<file path="config.mk">
export PLATFORM = sky130hd
export DESIGN_NAME = floating_pt_oper
export DESIGN_NICKNAME = d
export VERILOG_FILES = /design/src/rtl/fp_pkg.sv /design/src/rtl/fp_lzc_norm.sv /design/src/rtl/floating_pt_oper.sv
export SDC_FILE = /design/constraint.sdc
export NUM_CORES = 1
export LEC_CHECK = 0
export ABC_AREA = 1
export CAP_MARGIN = 10
export CORE_MARGIN = 4
export CORE_UTILIZATION = 55
export DETAILED_ROUTE_END_ITERATION = 16
export PLACE_DENSITY = 0.89
export SETUP_SLACK_MARGIN = 0.4
export SYNTH_ARGS = -nofsm -noshare
export SYNTH_HDL_FRONTEND = slang
export SYNTH_SLANG_ARGS = --single-unit
</file>
<file path="constraint.sdc">
create_clock -name clk -period 19.55 [get_ports clk]
set_input_delay 3.91 -clock clk [delete_from_list [all_inputs] [get_ports clk]]
set_output_delay 3.91 -clock clk [all_outputs]
set_load 0.1 [all_outputs]
</file>
<file path="src/rtl/fp_pkg.sv">
// Shared widths and the sign/exponent/mantissa operand bundle for the FP add/sub unit.
package fp_pkg;
  localparam int unsigned MANT_W = 11;
  localparam int unsigned EXP_W  = 5;

  typedef struct packed {
    logic              sign;
    logic [EXP_W-1:0]  exp;
    logic [MANT_W-1:0] mant;
  } fp_t;
endpackage

</file>
<file path="src/rtl/fp_lzc_norm.sv">
// Left-normalizes a mantissa by its leading-zero count, lowering the exponent to match;
// flags a zero result when the mantissa is zero or the shift would underflow the exponent.
module fp_lzc_norm
  import fp_pkg::*;
#(
  parameter int unsigned MANT_W = fp_pkg::MANT_W,
  parameter int unsigned EXP_W  = fp_pkg::EXP_W
) (
  input  logic [MANT_W-1:0] i_mant,
  input  logic [EXP_W:0]    i_exp,
  output logic [MANT_W-1:0] o_mant,
  output logic [EXP_W:0]    o_exp,
  output logic              o_zero
);

  logic [EXP_W:0] w_cnt;

  always_comb begin
    // Highest set bit wins, so the last match in the upward scan sets the count.
    w_cnt = (EXP_W+1)'(MANT_W);
    for (int unsigned i = 0; i < MANT_W; i++) begin
      if (i_mant[i]) w_cnt = (EXP_W+1)'(MANT_W - 1 - i);
    end
    o_zero = (i_mant == '0) || (w_cnt > i_exp);
    o_mant = i_mant << w_cnt;
    o_exp  = i_exp - w_cnt;
  end

endmodule

</file>
<file path="src/rtl/floating_pt_oper.sv">
// Floating-point add/subtract: compare, align, add or subtract magnitudes, normalize,
// and register the result (one-cycle latency, one operand set per cycle).
module floating_pt_oper
  import fp_pkg::*;
#(
  parameter int unsigned MANT_W = fp_pkg::MANT_W,
  parameter int unsigned EXP_W  = fp_pkg::EXP_W
) (
  input  logic              clk,
  input  logic              rst,
  input  logic [MANT_W-1:0] inp1,
  input  logic              sgn1,
  input  logic [EXP_W-1:0]  exp1,
  input  logic [MANT_W-1:0] inp2,
  input  logic              sgn2,
  input  logic [EXP_W-1:0]  exp2,
  input  logic              operatin,
  output logic [MANT_W-1:0] out,
  output logic              sgnout,
  output logic [EXP_W:0]    outexp
);

  localparam logic [EXP_W:0] SH_LIM  = (EXP_W+1)'(MANT_W);
  localparam logic [EXP_W:0] EXP_ONE = {{EXP_W{1'b0}}, 1'b1};

  fp_t               w_a, w_b, w_big, w_small;
  logic              w_s2e, w_sub, w_op1_big;
  logic [EXP_W-1:0]  w_shamt;
  logic [MANT_W-1:0] w_aligned, w_diff, w_pre_mant;
  logic [MANT_W:0]   w_sum;
  logic [EXP_W:0]    w_pre_exp;
  logic [MANT_W-1:0] w_n_mant;
  logic [EXP_W:0]    w_n_exp;
  logic              w_n_zero;

  always_comb begin
    w_s2e     = sgn2 ^ operatin;
    w_sub     = sgn1 ^ w_s2e;
    w_a       = {sgn1, exp1, inp1};
    w_b       = {w_s2e, exp2, inp2};
    w_op1_big = (exp1 > exp2) || ((exp1 == exp2) && (inp1 >= inp2));
    w_big     = w_op1_big ? w_a : w_b;
    w_small   = w_op1_big ? w_b : w_a;

    w_shamt   = w_big.exp - w_small.exp;
    w_aligned = ({1'b0, w_shamt} >= SH_LIM) ? '0 : (w_small.mant >> w_shamt);

    w_sum      = {1'b0, w_big.mant} + {1'b0, w_aligned};
    w_diff     = w_big.mant - w_aligned;
    w_pre_exp  = {1'b0, w_big.exp};
    w_pre_mant = w_diff;
    if (!w_sub) begin
      if (w_sum[MANT_W]) begin
        w_pre_mant = w_sum[MANT_W:1];
        w_pre_exp  = {1'b0, w_big.exp} + EXP_ONE;
      end else begin
        w_pre_mant = w_sum[MANT_W-1:0];
      end
    end
  end

  fp_lzc_norm #(
    .MANT_W (MANT_W),
    .EXP_W  (EXP_W)
  ) u_norm (
    .i_mant (w_pre_mant),
    .i_exp  (w_pre_exp),
    .o_mant (w_n_mant),
    .o_exp  (w_n_exp),
    .o_zero (w_n_zero)
  );

  always_ff @(posedge clk) begin
    if (rst || w_n_zero) begin
      out    <= '0;
      sgnout <= 1'b0;
      outexp <= '0;
    end else begin
      out    <= w_n_mant;
      sgnout <= w_big.sign;
      outexp <= w_n_exp;
    end
  end

endmodule

</file>
==> flow_summary.json <==
{
  "status": "complete, no violations",
  "clkSlewWorstSetupHoldPaths_ps": 60,
  "synth.avg_cell_area_um2": 5.97,
  "port_buffers": 54,
  "clk_path_buf_depth": 2,
  "layout_worst_path_cycle_share": 0.571,
  "synth.yosys.seq_area_share": 0.0924,
  "final_net_count": 780,
  "synth_top_flop_cell": "dfxtp_1",
  "worst_rel_slew_slack": 0.342,
  "postLayoutCoreUtil": 0.660,
  "power_frac_seq": 0.093,
  "ys_async_sr_fraction": 0,
  "placement_rows": 30,
  "numPlacedInstances": 788,
  "synth_seq_cells": 18,
  "count_of_nets_left_with_antenna_violations_after_detail_routing": 0,
  "p_leak_nw": 2.29,
  "timing.setup.tns_ps": 0,
  "pre_cts_ws_ps": 8300,
  "detail_route.first_pass.iterations": 5,
  "netlist_area_mm2": 0.00390,
  "number_of_buffers_added_to_fix_hold_violations_after_cts": 0,
  "via_count": 4309,
  "timing.critical_path.slowest_cell_delay_ps": 540,
  "syn-instance-count": 654,
  "via_per_inst": 5.44,
  "drc_errors": 0,
  "critical_path.startpoint_type": "input port",
  "report.final.slew_viol_count": 0,
  "worst-endpoint-arrival_ps": 11320,
  "wl_per_cell_um": 12.9,
  "maximum_number_of_pins_on_one_net_before_global_route_repair": 44,
  "max_cap_violations": 0,
  "internal-power_uw": 210,
  "hold_path_class": "input port to register",
  "growth_of_design_area_from_synthesis_to_finish_pct": 15.6,
  "layout-drive-gt1-share": 0.118,
  "ctsHtreeMaxLevel": 1,
  "tritoncts.num_buffers": 3,
  "endpoint_kind": "register",
  "netlist-cell-type-count": 51,
  "top_level_pins": 55,
  "post-route-min-period_ps": 11170,
  "worst_pin_slew_ps": 984,
  "floorplan.initialDensity": 0.571,
  "cts.sinks": 18,
  "drt-total-wl_um": 10200,
  "grt_first_pass_wirelength_um": 16900,
  "critical_path.slowest_cell": "ha_1",
  "cts_setup_buffers": 0,
  "critical-path-top-cell-by-count": "nand2_1",
  "globalplace.congestion": 1.00,
  "ys.warnings.count": 0,
  "number_of_hold_violations_in_the_final_report": 0,
  "p_comb_frac": 0.853,
  "design.core.area_mm2": 0.00683,
  "power.share.switching": 0.629,
  "tritoncts": "built",
  "finalSetupViolations": 0,
  "grtUsageTotal": 0.234,
  "p_switching_uw": 356,
  "post_cts_resized": 0,
  "drt_first_iter_violations": 266,
  "antennaDiodeCount": 0,
  "antenna_found_initial": 0,
  "max-vdd-ir-drop_v": 0.0000550,
  "critPathRequiredTime_ps": 19700,
  "multi_input_area_mm2": 0.00304,
  "crit_type": "input port to register",
  "first_global_vias": 4022,
  "die-height_um": 92.2,
  "crit_path_max_fanout": 43,
  "power.clock.fraction": 0.054,
  "floorplan.die_area_mm2": 0.00850,
  "synth-edff-count": 0,
  "dp_hpwl_um": 8620,
  "synthesis.nets": 737,
  "final.setup.worst_slack_ps": 8380,
  "overflow": 0,
  "seq_area_um2": 360,
  "num-fill-cells": 632,
  "finish.cell_count_without_fillers": 792,
  "grt_setup_unrepaired": "no",
  "ctsRootBufferMaster": "clkbuf_8",
  "power_density_mw_per_mm2": 125,
  "dieWidth_um": 92.2,
  "fmax_mhz": 89.5
}
-- through the flow --
stage | hold slack (ps) | instance area, µm² | power (mW)
floorplan | 4120 | 3900 | 0.439
global placement | 4580 | 4450 | 0.520
detailed placement | 4610 | 4450 | 0.527
CTS | 4350 | 4510 | 0.560
global route | 4380 | 4510 | 0.612
finish | 4350 | 4510 | 0.565
-- final timing paths --
path / from / endpoint / cells after the start
min: sgn1 / sgnout / 3
max: exp1[0] / out[8] / 47
-- power by group through the flow --
stage / sequential, mW / combinational, mW / clock, mW
2_1_floorplan: 0.143 / 0.296 / 0
3_3_place_gp: 0.0529 / 0.467 / 0
3_5_place_dp: 0.0535 / 0.473 / 0
4_1_cts: 0.0527 / 0.476 / 0.0305
5_1_grt: 0.0537 / 0.526 / 0.0321
6_report: 0.0526 / 0.482 / 0.0308
-- per-layer routing --
metal  up-vias  global-route usage  part of all wire
li1       2191                   -                 -
met1      1933               0.265              0.41
met2       151               0.447              0.51
met3        34              0.0180             0.048
met4         0              0.0928             0.036
met5         -                   0                 0
-- area by class of cell --
cell class                      instances  area share
Inverter                              103      0.0869
Timing Repair Buffer                   54       0.120
Multi-Input combinational cell        517       0.674
Tap cell                               96      0.0266
Clock buffer                            4      0.0122
Sequential cell                        18      0.0799
-- flip-flops by register name (all words and copies together) (netlist names) --
register	count
out	11
outexp	6
sgnout	1
-- worst max-delay path, delay by kind of cell --
| family | cells | cell delay (ps) |
|---|---|---|
| XOR/XNOR | 1 | 450 |
| AO/OA/AOI/OAI | 7 | 860 |
| adder cells (fa/ha/maj) | 4 | 1610 |
| buffers and inverters | 10 | 1280 |
| AND/OR/NAND/NOR | 25 | 3180 |
-- synth_stat cells (2+ instances only) --
| library cell | number | area share |
|---|---|---|
| nand2_1 | 192 | 0.18 |
| inv_1 | 82 | 0.079 |
| o21ai_0 | 51 | 0.065 |
| nand3_1 | 47 | 0.060 |
| ha_1 | 43 | 0.14 |
| nor2_1 | 42 | 0.040 |
| a21oi_1 | 29 | 0.037 |
| inv_2 | 19 | 0.018 |
| dfxtp_1 | 18 | 0.092 |
| nand2_2 | 11 | 0.018 |
| xor2_1 | 11 | 0.025 |
| nand4_1 | 10 | 0.016 |
| nor2_2 | 10 | 0.016 |
| o21ai_1 | 8 | 0.010 |
| a21oi_2 | 6 | 0.013 |
| nor2_4 | 5 | 0.014 |
| xnor2_1 | 5 | 0.011 |
| buf_4 | 4 | 0.0077 |
| buf_6 | 4 | 0.012 |
| clkbuf_1 | 4 | 0.0038 |
| nand2_4 | 4 | 0.012 |
| o21ai_2 | 4 | 0.0090 |
| a31oi_1 | 3 | 0.0048 |
| buf_2 | 3 | 0.0038 |
| fa_1 | 3 | 0.015 |
| nand3_2 | 3 | 0.0077 |
| o211ai_1 | 3 | 0.0058 |
| a21o_1 | 2 | 0.0038 |
| inv_4 | 2 | 0.0032 |
| o211ai_2 | 2 | 0.0064 |
| o21ai_4 | 2 | 0.0083 |
| or2_1 | 2 | 0.0032 |
| xor2_2 | 2 | 0.0083 |
-- kinds of logic (layout without fill, tap and decap cells) --
logic type	after synthesis	count (layout)	synth area share
compound gates	121	121	0.193
xor+xnor	18	18	0.0443
fa+ha+maj	46	46	0.153
buf+inv	119	161	0.128
flops	18	18	0.0924
mux	1	1	0.00257
simple gates	331	331	0.386
-- cell usage in the layout (no fill, tap or decap), types with 2 or more instances in the layout --
| cell | instances |
|---|---|
| a21o_1 | 2 |
| a21oi_1 | 29 |
| a21oi_2 | 6 |
| a31oi_1 | 3 |
| clkbuf_8 | 4 |
| clkdlybuf4s50_1 | 54 |
| dfxtp_1 | 18 |
| fa_1 | 3 |
| ha_1 | 43 |
| inv_1 | 82 |
| inv_2 | 19 |
| inv_4 | 2 |
| nand2_1 | 192 |
| nand2_2 | 11 |
| nand2_4 | 4 |
| nand3_1 | 47 |
| nand3_2 | 3 |
| nand4_1 | 10 |
| nor2_1 | 42 |
| nor2_2 | 10 |
| nor2_4 | 5 |
| o211ai_1 | 3 |
| o211ai_2 | 2 |
| o21ai_0 | 51 |
| o21ai_1 | 8 |
| o21ai_2 | 4 |
| o21ai_4 | 2 |
| or2_1 | 2 |
| xnor2_1 | 5 |
| xor2_1 | 11 |
| xor2_2 | 2 |
(Power assumes the default switching activity.)
